**src/rtl/imm_extend_pipe.sv**
```systemverilog
// imm_extend_pipe: registered immediate extender with valid/ready handshake and a one-entry skid buffer
module imm_extend_pipe #(
  parameter int XLEN  = 32,
  parameter int TAG_W = 32
) (
  input  logic             clk,
  input  logic             rst_n,
  input  logic             in_valid,
  output logic             in_ready,
  input  logic [31:7]      instruction,
  input  logic [2:0]       ImmSrc,
  input  logic [TAG_W-1:0] in_tag,
  output logic             out_valid,
  input  logic             out_ready,
  output logic [XLEN-1:0]  ImmExt,
  output logic [TAG_W-1:0] out_tag,
  output logic             out_illegal
);
  generate
    if (XLEN != 32 && XLEN != 64) begin : gXlenCheck
      $error("imm_extend_pipe: XLEN must be 32 or 64");
    end
  endgenerate
  logic            sign;
  logic [XLEN-1:0] decImm;
  logic            decIll;
  logic            skidValid;
  logic [XLEN-1:0] skidImm;
  logic [TAG_W-1:0] skidTag;
  logic            skidIll;
  logic            accept;
  logic            load;
  always_comb begin
    sign   = instruction[31];
    decIll = ImmSrc == 3'b111;
    case (ImmSrc)
      3'b000:  decImm = {{(XLEN-12){sign}}, instruction[31:20]};
      3'b001:  decImm = {{(XLEN-12){sign}}, instruction[31:25], instruction[11:7]};
      3'b010:  decImm = {{(XLEN-12){sign}}, instruction[7], instruction[30:25], instruction[11:8], 1'b0};
      3'b011:  decImm = {{(XLEN-20){sign}}, instruction[19:12], instruction[20], instruction[30:21], 1'b0};
      3'b100:  decImm = {{(XLEN-31){sign}}, instruction[30:12], 12'b0};
      3'b101:  decImm = XLEN'({instruction[25] & (XLEN == 64), instruction[24:20]});
      3'b110:  decImm = XLEN'(instruction[19:15]);
      default: decImm = '0;
    endcase
  end
  assign in_ready = !skidValid;
  assign accept   = in_valid & in_ready;
  assign load     = !out_valid | out_ready;
  // skid only fills while the output stage stalls, so it always drains first
  always_ff @(posedge clk) begin
    if (!rst_n) begin
      out_valid   <= 1'b0;
      skidValid   <= 1'b0;
      ImmExt      <= '0;
      out_tag     <= '0;
      out_illegal <= 1'b0;
      skidImm     <= '0;
      skidTag     <= '0;
      skidIll     <= 1'b0;
    end else if (load) begin
      out_valid <= skidValid | accept;
      if (skidValid) begin
        ImmExt      <= skidImm;
        out_tag     <= skidTag;
        out_illegal <= skidIll;
        skidValid   <= 1'b0;
      end else if (accept) begin
        ImmExt      <= decImm;
        out_tag     <= in_tag;
        out_illegal <= decIll;
      end
    end else if (accept) begin
      skidImm   <= decImm;
      skidTag   <= in_tag;
      skidIll   <= decIll;
      skidValid <= 1'b1;
    end
  end
endmodule

```
**config.mk**
```make
export PLATFORM = sky130hd
export DESIGN_NAME = imm_extend_pipe
export DESIGN_NICKNAME = d
export VERILOG_FILES = /design/src/rtl/imm_extend_pipe.sv
export SDC_FILE = /design/constraint.sdc
export NUM_CORES = 1
export LEC_CHECK = 0
export BUFFER_PORTS_ARGS = -buffer_cell sky130_fd_sc_hd__buf_2
export CAP_MARGIN = 30
export CORE_MARGIN = 3
export CORE_UTILIZATION = 51
export CTS_BUF_LIST = sky130_fd_sc_hd__clkbuf_4
export CTS_CLUSTER_SIZE = 30
export DETAILED_ROUTE_END_ITERATION = 10
export PLACE_DENSITY = 0.79
export REMOVE_ABC_BUFFERS = 1
export SLEW_MARGIN = 15
export SYNTH_ARGS = -nofsm -noshare
export SYNTH_HDL_FRONTEND = slang
export SYNTH_SLANG_ARGS = --single-unit
```
**constraint.sdc**
```tcl
create_clock -name clk -period 1.45 [get_ports clk]
set_input_delay 0.29 -clock clk [delete_from_list [all_inputs] [get_ports clk]]
set_output_delay 0.29 -clock clk [all_outputs]
set_load 0.05 [all_outputs]
```
== Word level (Yosys, flattened, before mapping) ==
Index checks and enable logic that the tools add are counted.

* Register bits: 132
* Input bits: 64

* Equal/unequal tests: 7
* Mux-type cells: 7
* Bitwise gates (word level): 5
* Reductions and logical operators: 7

{| class="wikitable"
|+ Operator list
! kind !! count
|-
| $pmux W32 S7 || 1
|-
| $mux W32 || 4
|-
| $eq A3 B3 Y1 const B || 4
|-
| $eq A3 B2 Y1 const B || 2
|-
| $reduce_and A2 Y1 || 2
|-
| $eq A3 B1 Y1 const B || 1
|-
| $logic_not A3 Y1 || 1
|-
| $logic_not A1 Y1 || 2
|-
| $mux W1 || 2
|-
| $not A1 Y1 || 2
|-
| $or A1 B1 Y1 || 2
|-
| $reduce_bool A2 Y1 || 1
|-
| $reduce_or A2 Y1 || 1
|-
| $and A1 B1 Y1 || 1
|}

== Logic depth before layout (Yosys ltp) ==
* Word-level depth: 4
* Gate-level depth with buffers: 6
* Depth with buffers taken out: 4

== Least setup slack after synthesis ==
No wires, ideal clock.

* Kind: reg-to-reg
* From: register out_valid
* To: register ImmExt[5]
* Setup time: 0.116 ns
* Arrival time: 1.626 ns
* Required time: 1.334 ns
* Setup slack: -0.292 ns
* Cell stages (with the launch flop): 7
* Buffers on the path: 3
* Period minus slack after synthesis: 1.742 ns
* Path through: dfxtp_1 > nand2b_1 > o21a_1 > buf_2 > buf_2 > buf_2 > o211a_1

* Longest elaborated chain between the ends: 3

{| class="wikitable"
|+ Ends and longest elaborated chain
! element !! RTL line !! RTL
|-
| from (decl) || 13 || <nowiki>output logic out_valid,</nowiki>
|-
| from (signal assigned) || 62 || <nowiki>out_valid <= skidValid | accept;</nowiki>
|-
| $logic_not A1 Y1 || 49 || <nowiki>assign load = !out_valid | out_ready;</nowiki>
|-
| $or A1 B1 Y1 || 49 ||
|-
| $reduce_and A2 Y1 (no source line) || n/a ||
|-
| to (signal assigned) || 64 || <nowiki>ImmExt <= skidImm;</nowiki>
|-
| to (signal assigned) || 69 || <nowiki>ImmExt <= decImm;</nowiki>
|-
| to (decl) || 15 || <nowiki>output logic [XLEN-1:0] ImmExt,</nowiki>
|}

Every way passes these cells.
A chain may end at the register's enable or synchronous reset.

== Final worst setup path ==
* From: register skidValid
* To: register skidImm[23]

* Longest elaborated chain between the ends: 3

{| class="wikitable"
|+ Ends and longest elaborated chain
! element !! RTL line !! RTL
|-
| from (decl) || 27 || <nowiki>logic skidValid;</nowiki>
|-
| from (signal assigned) || 54 || <nowiki>skidValid <= 1'b0;</nowiki>
|-
| from (signal assigned) || 67 || <nowiki>skidValid <= 1'b0;</nowiki>
|-
| from (signal assigned) || 77 || <nowiki>skidValid <= 1'b1;</nowiki>
|-
| $logic_not A1 Y1 || 47 || <nowiki>assign in_ready = !skidValid;</nowiki>
|-
| $and A1 B1 Y1 || 48 || <nowiki>assign accept = in_valid & in_ready;</nowiki>
|-
| $reduce_and A2 Y1 (no source line) || n/a ||
|-
| to (signal assigned) || 74 || <nowiki>skidImm <= decImm;</nowiki>
|-
| to (decl) || 28 || <nowiki>logic [XLEN-1:0] skidImm;</nowiki>
|}

Every way passes these cells.

==> flow_metrics.tcl <==
set metrics [dict create \
    multi_input_area_um2 3240 \
    r2r_cells 7 \
    syn_inst 673 \
    fillerInstances 729 \
    antenna_cells 0 \
    yosysSeqAreaShare_pct 44.2 \
    register_area_um2 2680 \
    worst_skew_pair.late_latency_ps 550 \
    endpoint "skidImm[23]" \
    clock-sinks 132 \
    gr-usage-all-layers_pct 26.9 \
    synth_edf_count 0 \
    outcome "complete, but fails checks" \
    startpoint "skidValid" \
    avgViaCountPerCell 6.05 \
    portBuffers 130 \
    first_iter_violations 640 \
    synth_warnings 0 \
    setup_viol 15 \
    io_pins 131 \
    maxCapViolCount 0 \
    crit_arrival_ps 1930 \
    ant_nets 0 \
    gr-total-overflow 0 \
    preCtsSetupSlack_ps -103 \
    fmax_ghz 0.676 \
    htreeDepth 4 \
    antenna_found_initial 0 \
    instances_no_fill 999 \
    grt_max_degree 64 \
    slew_headroom_pct 57.4 \
    slew_violations 0 \
    path_clk_slew_ps 120 \
    syn_area_um2 5970 \
    leakage_nw 3.83 \
    rsz0062_at_grt "true" \
    synth_cell_type_count 40 \
    cts_buffers 17 \
    gp_congestion 0.864 \
    core_um2 11100 \
    dr_total_vias 6042 \
    worstPathMaxFanout 13 \
    mostFrequentLayoutCell "nand2_1" \
    area_growth_pct 43.7 \
    critPathRequiredTime_ps 1900 \
    start_kind "flip-flop" \
    synthArstFlopShare_pct 0 \
    p_per_area_nw_per_um2 1050 \
    ys_ff_latch 132 \
    die_h_um 114 \
    totalWireLength_um 20300 \
    clock_skew_ps 15.0 \
    dp_hpwl_um 10300 \
    initial_core_util_pct 53.7 \
    hold_class "in -> reg" \
    first_global_vias 5751 \
    drcViolationCount 1 \
    cts_tree "yes" \
    rr_startpoint "skidValid" \
    crit_path_end_kind "flip-flop" \
    violations "DRC, setup timing" \
    synth.avg_cell_area_um2 8.87 \
    place_inst 908 \
    nets 910 \
    fp-row-count 38 \
    layout-drive-gt1-share_pct 33.5 \
    worstMarginPinSlew_ps 635 \
    synth_ff_type "dfxtp_1" \
    worstSetupPathType "reg -> reg" \
    vdd.ir_drop.worst_uv 1190 \
    setup_slack_ps -29.0 \
    clockBufferDepth 2 \
    tns_ps -211 \
    dieArea_um2 13000 \
    finalHoldViolations 0 \
    layout_common_cells "nand2_1 (126), dfxtp_1 (107), buf_6 (62), buf_2 (62), o211a_1 (50)" \
    r2r_end "skidImm[23]" \
    power_mw 8.99 \
    r2r_setup_slack_ps -30 \
    min_period_ps 1480 \
    first_pass_iters 8 \
    cts-root-buf "clkbuf_4" \
    utilization_pct 77.1 \
    post_drt_wl_per_cell_um 20.3 \
    finalCritPeriodShare_pct 102 \
    die_w_um 114 \
    grt_pass1_wl_um 28100 \
]
-- how the worst min path moves through the flow --
| stage | start | to | slack (ps) | cells after the start |
|---|---|---|---|---|
| floorplan | rst_n | skidImm[10] | 420 | 1 |
| global placement | skidImm[11] | skidImm[11] | 440 | 2 |
| detailed placement | skidImm[11] | skidImm[11] | 450 | 2 |
| CTS | instruction[31] | skidImm[31] | 9 | 3 |
| global route | instruction[31] | skidImm[31] | 40 | 3 |
| finish | instruction[31] | skidImm[31] | 80 | 3 |
-- timing repair --
item,CTS,global route
buffers inserted,6,5
pin swaps,1,10
hold endpoints to repair,32,0
endpoints found under the setup margin,69,175
hold buffers,32,0
gates cloned,3,15
gates resized for setup,106,151
-- logic make-up (layout without fill, tap and decap cells) --
kind of cell / Yosys count / in the layout / synth area share (%)
DFF: 132 / 132 / 44.2
muxes: 42 / 42 / 7.12
xor gates and xnor gates: 1 / 1 / 0.272
and+or+nand+nor: 214 / 214 / 16.8
AOI/OAI and AO/OA: 218 / 219 / 26.5
buffers and inverters: 66 / 251 / 5.05
-- cells in the mapped netlist (4+ instances only) --
cell type / instances / area, µm²
a21oi_1: 40 / 200
nor2b_1: 13 / 81.3
and2b_1: 4 / 30.0
nor3b_1: 13 / 97.6
o21a_1: 9 / 67.6
o21ai_0: 26 / 130
dfxtp_1: 132 / 2640
buf_2: 31 / 155
nand4_1: 7 / 43.8
o22ai_1: 12 / 75.1
o211ai_1: 12 / 90.1
o211a_1: 50 / 500
nand2_1: 143 / 537
a22oi_1: 4 / 30.0
nand3_1: 8 / 40.0
mux2_2: 4 / 45.0
mux2i_1: 38 / 380
a21boi_0: 35 / 263
and2_1: 10 / 62.6
a31oi_1: 13 / 81.3
clkbuf_1: 29 / 109
o221ai_1: 12 / 105
nor2_1: 5 / 18.8
-- worst max-delay path, stage by stage, from the launching register on --
cell and delay, ps:
dfxtp_4 390, buf_8 150, nand2b_4 150, nor2_4 160, buf_6 160, clkbuf_16 170
nand2_2 60, o211a_1 130
-- registers in the layout, summed over array words and instances (netlist names) --
signal	count
ImmExt	32
out_illegal	1
out_tag	32
out_valid	1
skidIll	1
skidImm	32
skidTag	32
skidValid	1
-- power by group --
part | switching, mW | internal (mW)
Clock | 1.42 | 1.52
Combinational | 1.22 | 0.853
Sequential | 0.146 | 3.83
Total | 2.79 | 6.20
-- per-stage QoR --
| stage | hold slack, ps | instance area, µm² |
|---|---|---|
| final | 78.0 | 8580 |
| after detailed placement | 455 | 6840 |
| after global routing | 37.8 | 8580 |
| after global placement | 438 | 6840 |
| after CTS | 9.21 | 7910 |
| after floorplan | 418 | 5670 |
-- layer usage --
| layer | wire, µm | track usage [%] | share of wire [%] | vias to the layer above |
|---|---|---|---|---|
| li1 | - | - | - | 2770 |
| met3 | 1600 | 7.82 | 7.9 | 66 |
| met4 | 641 | 11.0 | 3.2 | 0 |
| met5 | 0 | 0 | 0 | - |
| met1 | 7850 | 30.6 | 39 | 2890 |
| met2 | 10200 | 47.1 | 50 | 316 |
-- layout make-up --
cell class	instances	share of cell area, %
Multi-Input combinational cell	476	37.8
Sequential cell	132	31.2
Timing Repair Buffer	218	24.9
Clock inverter	15	2.48
Tap cell	140	2.04
Clock buffer	17	1.49
Inverter	1	0.102
(Power assumes the default switching activity.)
